$ cat src/rtl/i2c_txn_arbiter.sv
// rtl/i2c_txn_arbiter.sv - whole-transaction arbiter sharing one I2C master between requesters
//
// Purpose:
//   Grants one requester at a time a complete I2C transaction (START..STOP) on a
//   shared master engine. It drives the master's control inputs, streams write
//   bytes from the owner's FIFO head, returns read bytes, and reports completion
//   with {timeout, nack} status. A watchdog aborts transactions that never return
//   the master to idle.
//
// Build option:
//   I2C_ARB_FIXED_PRIO_EN - when defined, the lowest requester index always wins
//                           and no round-robin pointer exists. Default: round-robin.
//
// Ports:
//   clk, rst       clock; asynchronous active-low reset
//   req            per-requester transaction request (level, held until done)
//   req_addr_rw    per-requester {addr[6:0], rw}, slice i = [8i+7:8i]
//   req_cnt        per-requester byte count minus 1
//   req_wdata      per-requester write FIFO head byte
//   gnt            one-hot grant for the transaction owner
//   wr_pop         1-cycle pulse: owner advances its write FIFO
//   rd_valid       1-cycle pulse: rd_data valid for the owner
//   rd_data        read byte returned from the master
//   done           1-cycle completion pulse to the owner
//   err            {timeout, nack}, valid with done
//   m_ready        master i2c_ready
//   m_addr_rw      master data_addr_rw
//   m_data_in      master data_in
//   m_data_cnt     master data_cnt
//   m_mode         master mode_i2c
//   m_status       master status {4'b0, rx_da_ack, tx_da_ack, i2c_done, idle}
//   m_data_out     master data_out

module i2c_txn_arbiter #(
   parameter int NUM_REQ     = 2,
   parameter int TIMEOUT_CYC = 1000000,
   parameter int TW          = 20
) (
   input  logic                   clk,
   input  logic                   rst,
   input  logic [NUM_REQ-1:0]     req,
   input  logic [NUM_REQ*8-1:0]   req_addr_rw,
   input  logic [NUM_REQ*8-1:0]   req_cnt,
   input  logic [NUM_REQ*8-1:0]   req_wdata,
   output logic [NUM_REQ-1:0]     gnt,
   output logic [NUM_REQ-1:0]     wr_pop,
   output logic [NUM_REQ-1:0]     rd_valid,
   output logic [7:0]             rd_data,
   output logic [NUM_REQ-1:0]     done,
   output logic [1:0]             err,
   output logic                   m_ready,
   output logic [7:0]             m_addr_rw,
   output logic [7:0]             m_data_in,
   output logic [7:0]             m_data_cnt,
   output logic [1:0]             m_mode,
   input  logic [7:0]             m_status,
   input  logic [7:0]             m_data_out
);

   localparam int PW  = (NUM_REQ > 2) ? $clog2(NUM_REQ) : 1;
   localparam int PW1 = PW + 1;

   typedef enum logic [2:0] {
      S_IDLE,
      S_GRANT,
      S_LAUNCH,
      S_RUN,
      S_FINISH,
      S_DONE
   } state_t;

   state_t               r_state;
   logic [NUM_REQ-1:0]   r_gnt;
   logic [NUM_REQ-1:0]   r_wr_pop;
   logic [NUM_REQ-1:0]   r_rd_valid;
   logic [7:0]           r_rd_data;
   logic [NUM_REQ-1:0]   r_done;
   logic [1:0]           r_err;
   logic                 r_m_ready;
   logic [7:0]           r_m_addr_rw;
   logic [7:0]           r_m_data_in;
   logic [7:0]           r_m_data_cnt;
   logic [1:0]           r_m_mode;
   logic [2:0]           r_st_q;
   logic [8:0]           r_ack_cnt;
   logic [8:0]           r_rx_cnt;
   logic [TW-1:0]        r_wd;

   logic                 w_found;
   logic [PW-1:0]        w_win;
   logic [NUM_REQ-1:0]   w_onehot;
   logic [7:0]           w_sel_ar;
   logic [7:0]           w_sel_cnt;
   logic [7:0]           w_sel_wd;
   logic [7:0]           w_run_wd;
   logic                 w_ack_edge;
   logic                 w_rx_edge;
   logic                 w_done_edge;
   logic                 w_active;
   logic                 w_wd_hit;
   logic                 w_nack;
   logic                 w_status_unused;

   // ---------------------------------------------------------------------
   // Winner selection
   // ---------------------------------------------------------------------
`ifdef I2C_ARB_FIXED_PRIO_EN
   // Scan from the top down so the lowest set index is the last one written.
   always_comb begin
      w_found = 1'b0;
      w_win   = '0;
      for (int i = NUM_REQ-1; i >= 0; i--) begin
         if (req[i]) begin
            w_found = 1'b1;
            w_win   = PW'(i);
         end
      end
   end
`else
   logic [PW-1:0] r_ptr;
   logic [PW-1:0] w_ptr_nxt;
   logic [PW:0]   w_sum;

   // Visit indices ptr, ptr+1, ... with wrap; first requester found wins.
   always_comb begin
      w_found = 1'b0;
      w_win   = '0;
      w_sum   = '0;
      for (int i = 0; i < NUM_REQ; i++) begin
         w_sum = {1'b0, r_ptr} + PW1'(i);
         if (w_sum >= PW1'(NUM_REQ)) begin
            w_sum = w_sum - PW1'(NUM_REQ);
         end
         for (int j = 0; j < NUM_REQ; j++) begin
            if (!w_found && (w_sum == PW1'(j)) && req[j]) begin
               w_found = 1'b1;
               w_win   = PW'(j);
            end
         end
      end
   end

   assign w_ptr_nxt = (w_win == PW'(NUM_REQ-1)) ? '0 : w_win + 1'b1;
`endif

   // Slice muxes: winner's request fields at grant time, owner's FIFO head while running.
   always_comb begin
      w_onehot  = '0;
      w_sel_ar  = '0;
      w_sel_cnt = '0;
      w_sel_wd  = '0;
      w_run_wd  = '0;
      for (int i = 0; i < NUM_REQ; i++) begin
         if (w_win == PW'(i)) begin
            w_onehot[i] = 1'b1;
            w_sel_ar    = req_addr_rw[8*i +: 8];
            w_sel_cnt   = req_cnt[8*i +: 8];
            w_sel_wd    = req_wdata[8*i +: 8];
         end
         if (r_gnt[i]) begin
            w_run_wd = req_wdata[8*i +: 8];
         end
      end
   end

   // ---------------------------------------------------------------------
   // Master status edges and completion checks
   // ---------------------------------------------------------------------
   assign w_ack_edge  = m_status[2] & ~r_st_q[1];
   assign w_rx_edge   = m_status[3] & ~r_st_q[2];
   assign w_done_edge = m_status[1] & ~r_st_q[0];

   assign w_status_unused = ^m_status[7:4];

   assign w_active = (r_state == S_LAUNCH) || (r_state == S_RUN) || (r_state == S_FINISH);
   assign w_wd_hit = (r_wd == TW'(TIMEOUT_CYC - 1));

   // The master raises tx_da_ack only when it continues, so the last written byte
   // never produces an edge: a full write sees address + cnt data acks.
   assign w_nack = r_m_addr_rw[0]
                 ? !((r_ack_cnt == 9'd1) && (r_rx_cnt == ({1'b0, r_m_data_cnt} + 9'd1)))
                 : (r_ack_cnt != ({1'b0, r_m_data_cnt} + 9'd1));

   // ---------------------------------------------------------------------
   // Transaction FSM
   // ---------------------------------------------------------------------
   always_ff @(posedge clk or negedge rst) begin
      if (!rst) begin
         r_state      <= S_IDLE;
         r_gnt        <= '0;
         r_wr_pop     <= '0;
         r_rd_valid   <= '0;
         r_rd_data    <= '0;
         r_done       <= '0;
         r_err        <= 2'b00;
         r_m_ready    <= 1'b0;
         r_m_addr_rw  <= '0;
         r_m_data_in  <= '0;
         r_m_data_cnt <= '0;
         r_m_mode     <= 2'b00;
         r_st_q       <= '0;
         r_ack_cnt    <= '0;
         r_rx_cnt     <= '0;
         r_wd         <= '0;
`ifdef I2C_ARB_FIXED_PRIO_EN
`else
         r_ptr        <= '0;
`endif
      end else begin
         r_st_q     <= m_status[3:1];
         r_wr_pop   <= '0;
         r_rd_valid <= '0;
         r_done     <= '0;

         if (w_active && w_wd_hit) begin
            // Abort: release the master and report timeout; nothing more is
            // popped or returned for this transaction.
            r_m_ready <= 1'b0;
            r_m_mode  <= 2'b00;
            r_done    <= r_gnt;
            r_err     <= 2'b10;
            r_wd      <= TW'(TIMEOUT_CYC);
            r_state   <= S_DONE;
         end else begin
            if (w_active) begin
               r_wd <= r_wd + 1'b1;
            end

            case (r_state)
               S_IDLE: begin
                  if (w_found && m_status[0]) begin
                     r_gnt        <= w_onehot;
                     r_m_addr_rw  <= w_sel_ar;
                     r_m_data_cnt <= w_sel_cnt;
                     r_m_data_in  <= w_sel_wd;
                     // Byte 0 is loaded now, so the owner's FIFO advances here.
                     if (!w_sel_ar[0]) begin
                        r_wr_pop <= w_onehot;
                     end
                     r_ack_cnt    <= '0;
                     r_rx_cnt     <= '0;
                     r_wd         <= '0;
`ifdef I2C_ARB_FIXED_PRIO_EN
`else
                     r_ptr        <= w_ptr_nxt;
`endif
                     r_state      <= S_GRANT;
                  end
               end

               S_GRANT: begin
                  r_m_ready <= 1'b1;
                  r_m_mode  <= 2'b10;
                  r_state   <= S_LAUNCH;
               end

               S_LAUNCH: begin
                  if (!m_status[0]) begin
                     r_state <= S_RUN;
                  end
               end

               S_RUN: begin
                  if (w_ack_edge) begin
                     r_ack_cnt <= r_ack_cnt + 9'd1;
                     // First ack is the address; each later ack releases the next byte.
                     if (!r_m_addr_rw[0] && (r_ack_cnt != 9'd0) &&
                         (r_ack_cnt <= {1'b0, r_m_data_cnt})) begin
                        r_m_data_in <= w_run_wd;
                        r_wr_pop    <= r_gnt;
                     end
                  end
                  if (w_rx_edge && r_m_addr_rw[0]) begin
                     r_rd_data  <= m_data_out;
                     r_rd_valid <= r_gnt;
                     r_rx_cnt   <= r_rx_cnt + 9'd1;
                  end
                  if (w_done_edge) begin
                     r_m_ready <= 1'b0;
                     r_m_mode  <= 2'b00;
                     r_state   <= S_FINISH;
                  end
               end

               S_FINISH: begin
                  if (m_status[0]) begin
                     r_done  <= r_gnt;
                     r_err   <= {1'b0, w_nack};
                     r_state <= S_DONE;
                  end
               end

               S_DONE: begin
                  r_gnt   <= '0;
                  r_err   <= 2'b00;
                  r_state <= S_IDLE;
               end

               default: begin
                  r_state <= S_IDLE;
               end
            endcase
         end
      end
   end

   assign gnt        = r_gnt;
   assign wr_pop     = r_wr_pop;
   assign rd_valid   = r_rd_valid;
   assign rd_data    = r_rd_data;
   assign done       = r_done;
   assign err        = r_err;
   assign m_ready    = r_m_ready;
   assign m_addr_rw  = r_m_addr_rw;
   assign m_data_in  = r_m_data_in;
   assign m_data_cnt = r_m_data_cnt;
   assign m_mode     = r_m_mode;

endmodule

$ cat config.mk
export PLATFORM = sky130hd
export DESIGN_NAME = i2c_txn_arbiter
export DESIGN_NICKNAME = d
export VERILOG_FILES = /design/src/rtl/i2c_txn_arbiter.sv
export SDC_FILE = /design/constraint.sdc
export NUM_CORES = 1
export LEC_CHECK = 0
export ABC_CLOCK_PERIOD_IN_PS = 6900
export BUFFER_PORTS_ARGS = -buffer_cell sky130_fd_sc_hd__buf_2
export CAP_MARGIN = 25
export CELL_PAD_IN_SITES_DETAIL_PLACEMENT = 1
export CELL_PAD_IN_SITES_GLOBAL_PLACEMENT = 1
export CORE_ASPECT_RATIO = 0.6
export CORE_MARGIN = 2
export CORE_UTILIZATION = 44
export CTS_BUF_LIST = sky130_fd_sc_hd__clkbuf_16
export CTS_CLUSTER_SIZE = 16
export DETAILED_ROUTE_END_ITERATION = 10
export PLACE_DENSITY_LB_ADDON = 0.1
export SYNTH_ARGS = -nofsm -noshare
export SYNTH_HDL_FRONTEND = slang
export SYNTH_SLANG_ARGS = --single-unit
$ cat constraint.sdc
create_clock -name clk -period 6.9 [get_ports clk]
set_input_delay 0.69 -clock clk [delete_from_list [all_inputs] [get_ports clk]]
set_output_delay 0.69 -clock clk [all_outputs]
set_load 0.01 [all_outputs]
==> flow_summary.yaml <==
timing:
  tns_ns: 0
  setup_viol: 0
  finalWorstPathRequiredPeriod_ns: 2.95
  relSlewSlack_pct: 33.2
  slew_violations: 0
  max_slew.worst_pin.slew_ns: 1.00
  crit_path_setup_slack_layout_ns: 3.95
  fmaxAchievable_mhz: 339
  timing_hold_violations_final: 0
  timing.final.crit_share_pct: 42.7
  grt_setup_unrepaired: "false"
  finClkSkew_ns: 0.00582
global_routing:
  grt_antenna_before_repair: 0
  gr-total-overflow: 0
  grt_pass1_wl_mm: 23.5
  grt_start_max_net_pins: 55
  number_of_global_route_vias_before_repair: 4565
  grt_usage_pct: 24.8
clock_network:
  htree_levels: 3
  clock-root-buffer: "clkbuf_16"
  clockBufferDepth: 2
  numCtsBuffers: 9
  cts_tree: "yes"
  count_of_hold_buffers_inserted_by_post_cts_repair: 0
  post_cts_resize_count: 0
  cts.reportedPaths.clkPinSlew_ns: 0.07
  worst_skew_pair.late_latency_ns: 0.34
  tritoncts_num_sinks: 88
  post-cts-setup-buffer-count: 0
place:
  portBuffers: 107
  gp_congestion: 0.832
  dp_worst_setup_slack_ns: 3.95
  dpl.hpwl_mm: 10.5
power_and_ir_drop:
  power.density_mw_per_mm2: 402
  worst_ir_drop_vdd_mv: 0.197
  fin_total_pwr_mw: 2.36
  p_leak_nw: 2.86
layout:
  final_layout_size_suffix_gt1_share_pct: 25.6
  final_nets: 690
  syn_to_layout_area_delta_pct: 18.8
  layout.core_utilization_pct: 54.5
  diodes: 0
detailed_routing:
  drt_first_iter_violations: 230
  routedWlPerCell_um: 19.0
  detail_route.first_pass.iterations: 4
  routed_wirelength_mm: 14.3
  post-route-drc-count: 0
  antenna_violating_nets_post_route: 0
  detail_route.vias_per_cell: 5.65
  via_count: 4248
floorplan:
  floorplan.die_area_mm2: 0.0121
  chipWidth_um: 141
  i_o_pin_total: 113
  starting_density_of_the_core_pct: 45.9
  dieHeight_um: 86.0
  fp-row-count: 29
  core_mm2: 0.0107
critical_path:
  worstSetupPathType: "flop to flop"
  endpoint_kind: "flop"
  worstPathMaxFanout: 21
  timing.critical_path.arrival_ns: 3.17
  critical_path_data_required_time_ns: 7.12
  timing.critical_path.from_type: "flop"
synth:
  synth_most_common_cell: "dfrtp_1"
  synth_enable_flop_cells: 0
  synth_seq_area_share_pct: 44.7
  dominant_synthesized_flop_cell: "dfrtp_1"
  synthesized_area_per_cell_um2: 9.66
  synth_area_leader_cell: "dfrtp_1"
  post_synth_main_area_contributors: "dfrtp_1 45%, xor2_1 5.5%, nor2_1 3.9%"
  synth_top_cell_area_share_pct: 44.7
  most_frequent_cells_after_synthesis: "88 x dfrtp_1, 51 x nor2_1, 45 x nand2_1, 31 x xor2_1, 27 x o21ai_0"
  yosys_warnings: 0
  yosys_register_bits: 88
  synthesis.instances: 510
  synth.lib_cells_used.distinct: 60
  syn-num-nets: 592
  netlist_area_mm2: 0.00493
  postSynth.asyncResetShare_pct: 100
status:
  run_status: "finished clean"
min_path:
  hold_class: "primary input to async pin"
run:
  drv_cap: 0
-- path summary, 6_finish.rpt --
check / startpoint / end / slack [ns] / cells after the start
max: r_state[2] / m_data_in[4] / 3.95 / 6
min: rst / m_addr_rw[6] / 0.30 / 1
max reg2reg: r_state[2] / m_data_in[4] / 3.95 / 6
min reg2reg: m_addr_rw[7] / m_addr_rw[7] / 0.49 / 2
max in group asynchronous: rst / r_ack_cnt[0] / 5.49 / 2
min in group clk: m_status[1] / r_st_q[0] / 0.47 / 1
-- per-layer routing --
metal  vias up  GRT usage, %  share of wire [%]
met5         -             0                  0
met4         0          5.27               0.72
met3        15          6.70                8.0
met2       164          38.8                 43
met1      2100          35.0                 48
li1       1969             -                  -
-- through the flow --
stage	hold slack, ns	cell area (um2)	instances
CTS	0.308	5850	752
finish	0.303	5850	752
global placement	0.457	5560	736
floorplan	0.394	4930	510
global route	0.333	5850	752
detailed placement	0.478	5560	736
-- sequential cells by signal (all words and copies together) (netlist names), 8 cells and up --
| name | cells |
|---|---|
| r_wd | 20 |
| r_ack_cnt | 9 |
| r_rx_cnt | 9 |
| m_addr_rw | 8 |
| m_data_cnt | 8 |
| m_data_in | 8 |
| rd_data | 8 |
-- placed cells by master, fill, tap and decap left out, drive strengths merged, types with 2 or more instances in the layout --
master,synthesis,final
a211oi,3,3
dfrtp,88,88
nand4,13,13
o211ai,3,3
or2,2,2
a21o,3,3
o21a,3,3
clkinv,0,4
nor2b,8,8
mux2i,19,19
o21ai,28,28
nand3b,2,2
nand2b,7,7
nand2,45,45
a22o,8,8
nor3,14,14
mux2,16,16
clkbuf,13,9
and3,8,8
nor3b,2,2
nand3,19,19
nor2,52,52
and2,8,8
xor2,31,31
a31oi,8,8
inv,19,21
o31ai,2,2
a2111oi,2,2
or3,4,4
ha,14,14
buf,12,112
a21oi,12,12
xnor2,20,20
nor4,5,5
or4,2,2
-- power breakdown --
| part | leakage, nW | total, mW | internal [mW] | switching, mW |
|---|---|---|---|---|
| Combinational | 1.58 | 0.934 | 0.421 | 0.514 |
| Sequential | 1.13 | 0.925 | 0.685 | 0.240 |
| Clock | 0.148 | 0.496 | 0.282 | 0.214 |
-- kinds of logic (layout without fill, tap and decap cells) --
kind of cell | Yosys count | in the layout | synth area share (%)
adder cells (fa/ha/maj) | 14 | 14 | 3.56
buffers and inverters | 44 | 147 | 3.91
other | 1 | 1 | 0.0761
XOR/XNOR | 51 | 51 | 9.07
multiplexers | 35 | 35 | 7.52
AO/OA/AOI/OAI | 82 | 82 | 11.3
flip-flops | 88 | 88 | 44.7
AND/OR/NAND/NOR | 195 | 195 | 19.9
-- cell type report --
type	count	area [um2]
Fill cell	1248	4890
Multi-Input combinational cell	378	2530
Sequential cell	88	2200
Timing Repair Buffer	112	576
Clock buffer	9	225
Tap cell	139	174
Inverter	19	71.3
Clock inverter	7	70.1
-- worst max-delay path, cell delays in order (launching register included) --
cell       delay [ns]
dfrtp_1          0.84
nor3b_1          0.43
o2111ai_2        0.27
o21ai_1          0.54
nor3_4           0.17
o31ai_4          0.18
mux2_2           0.39
(Power assumes the default switching activity.)
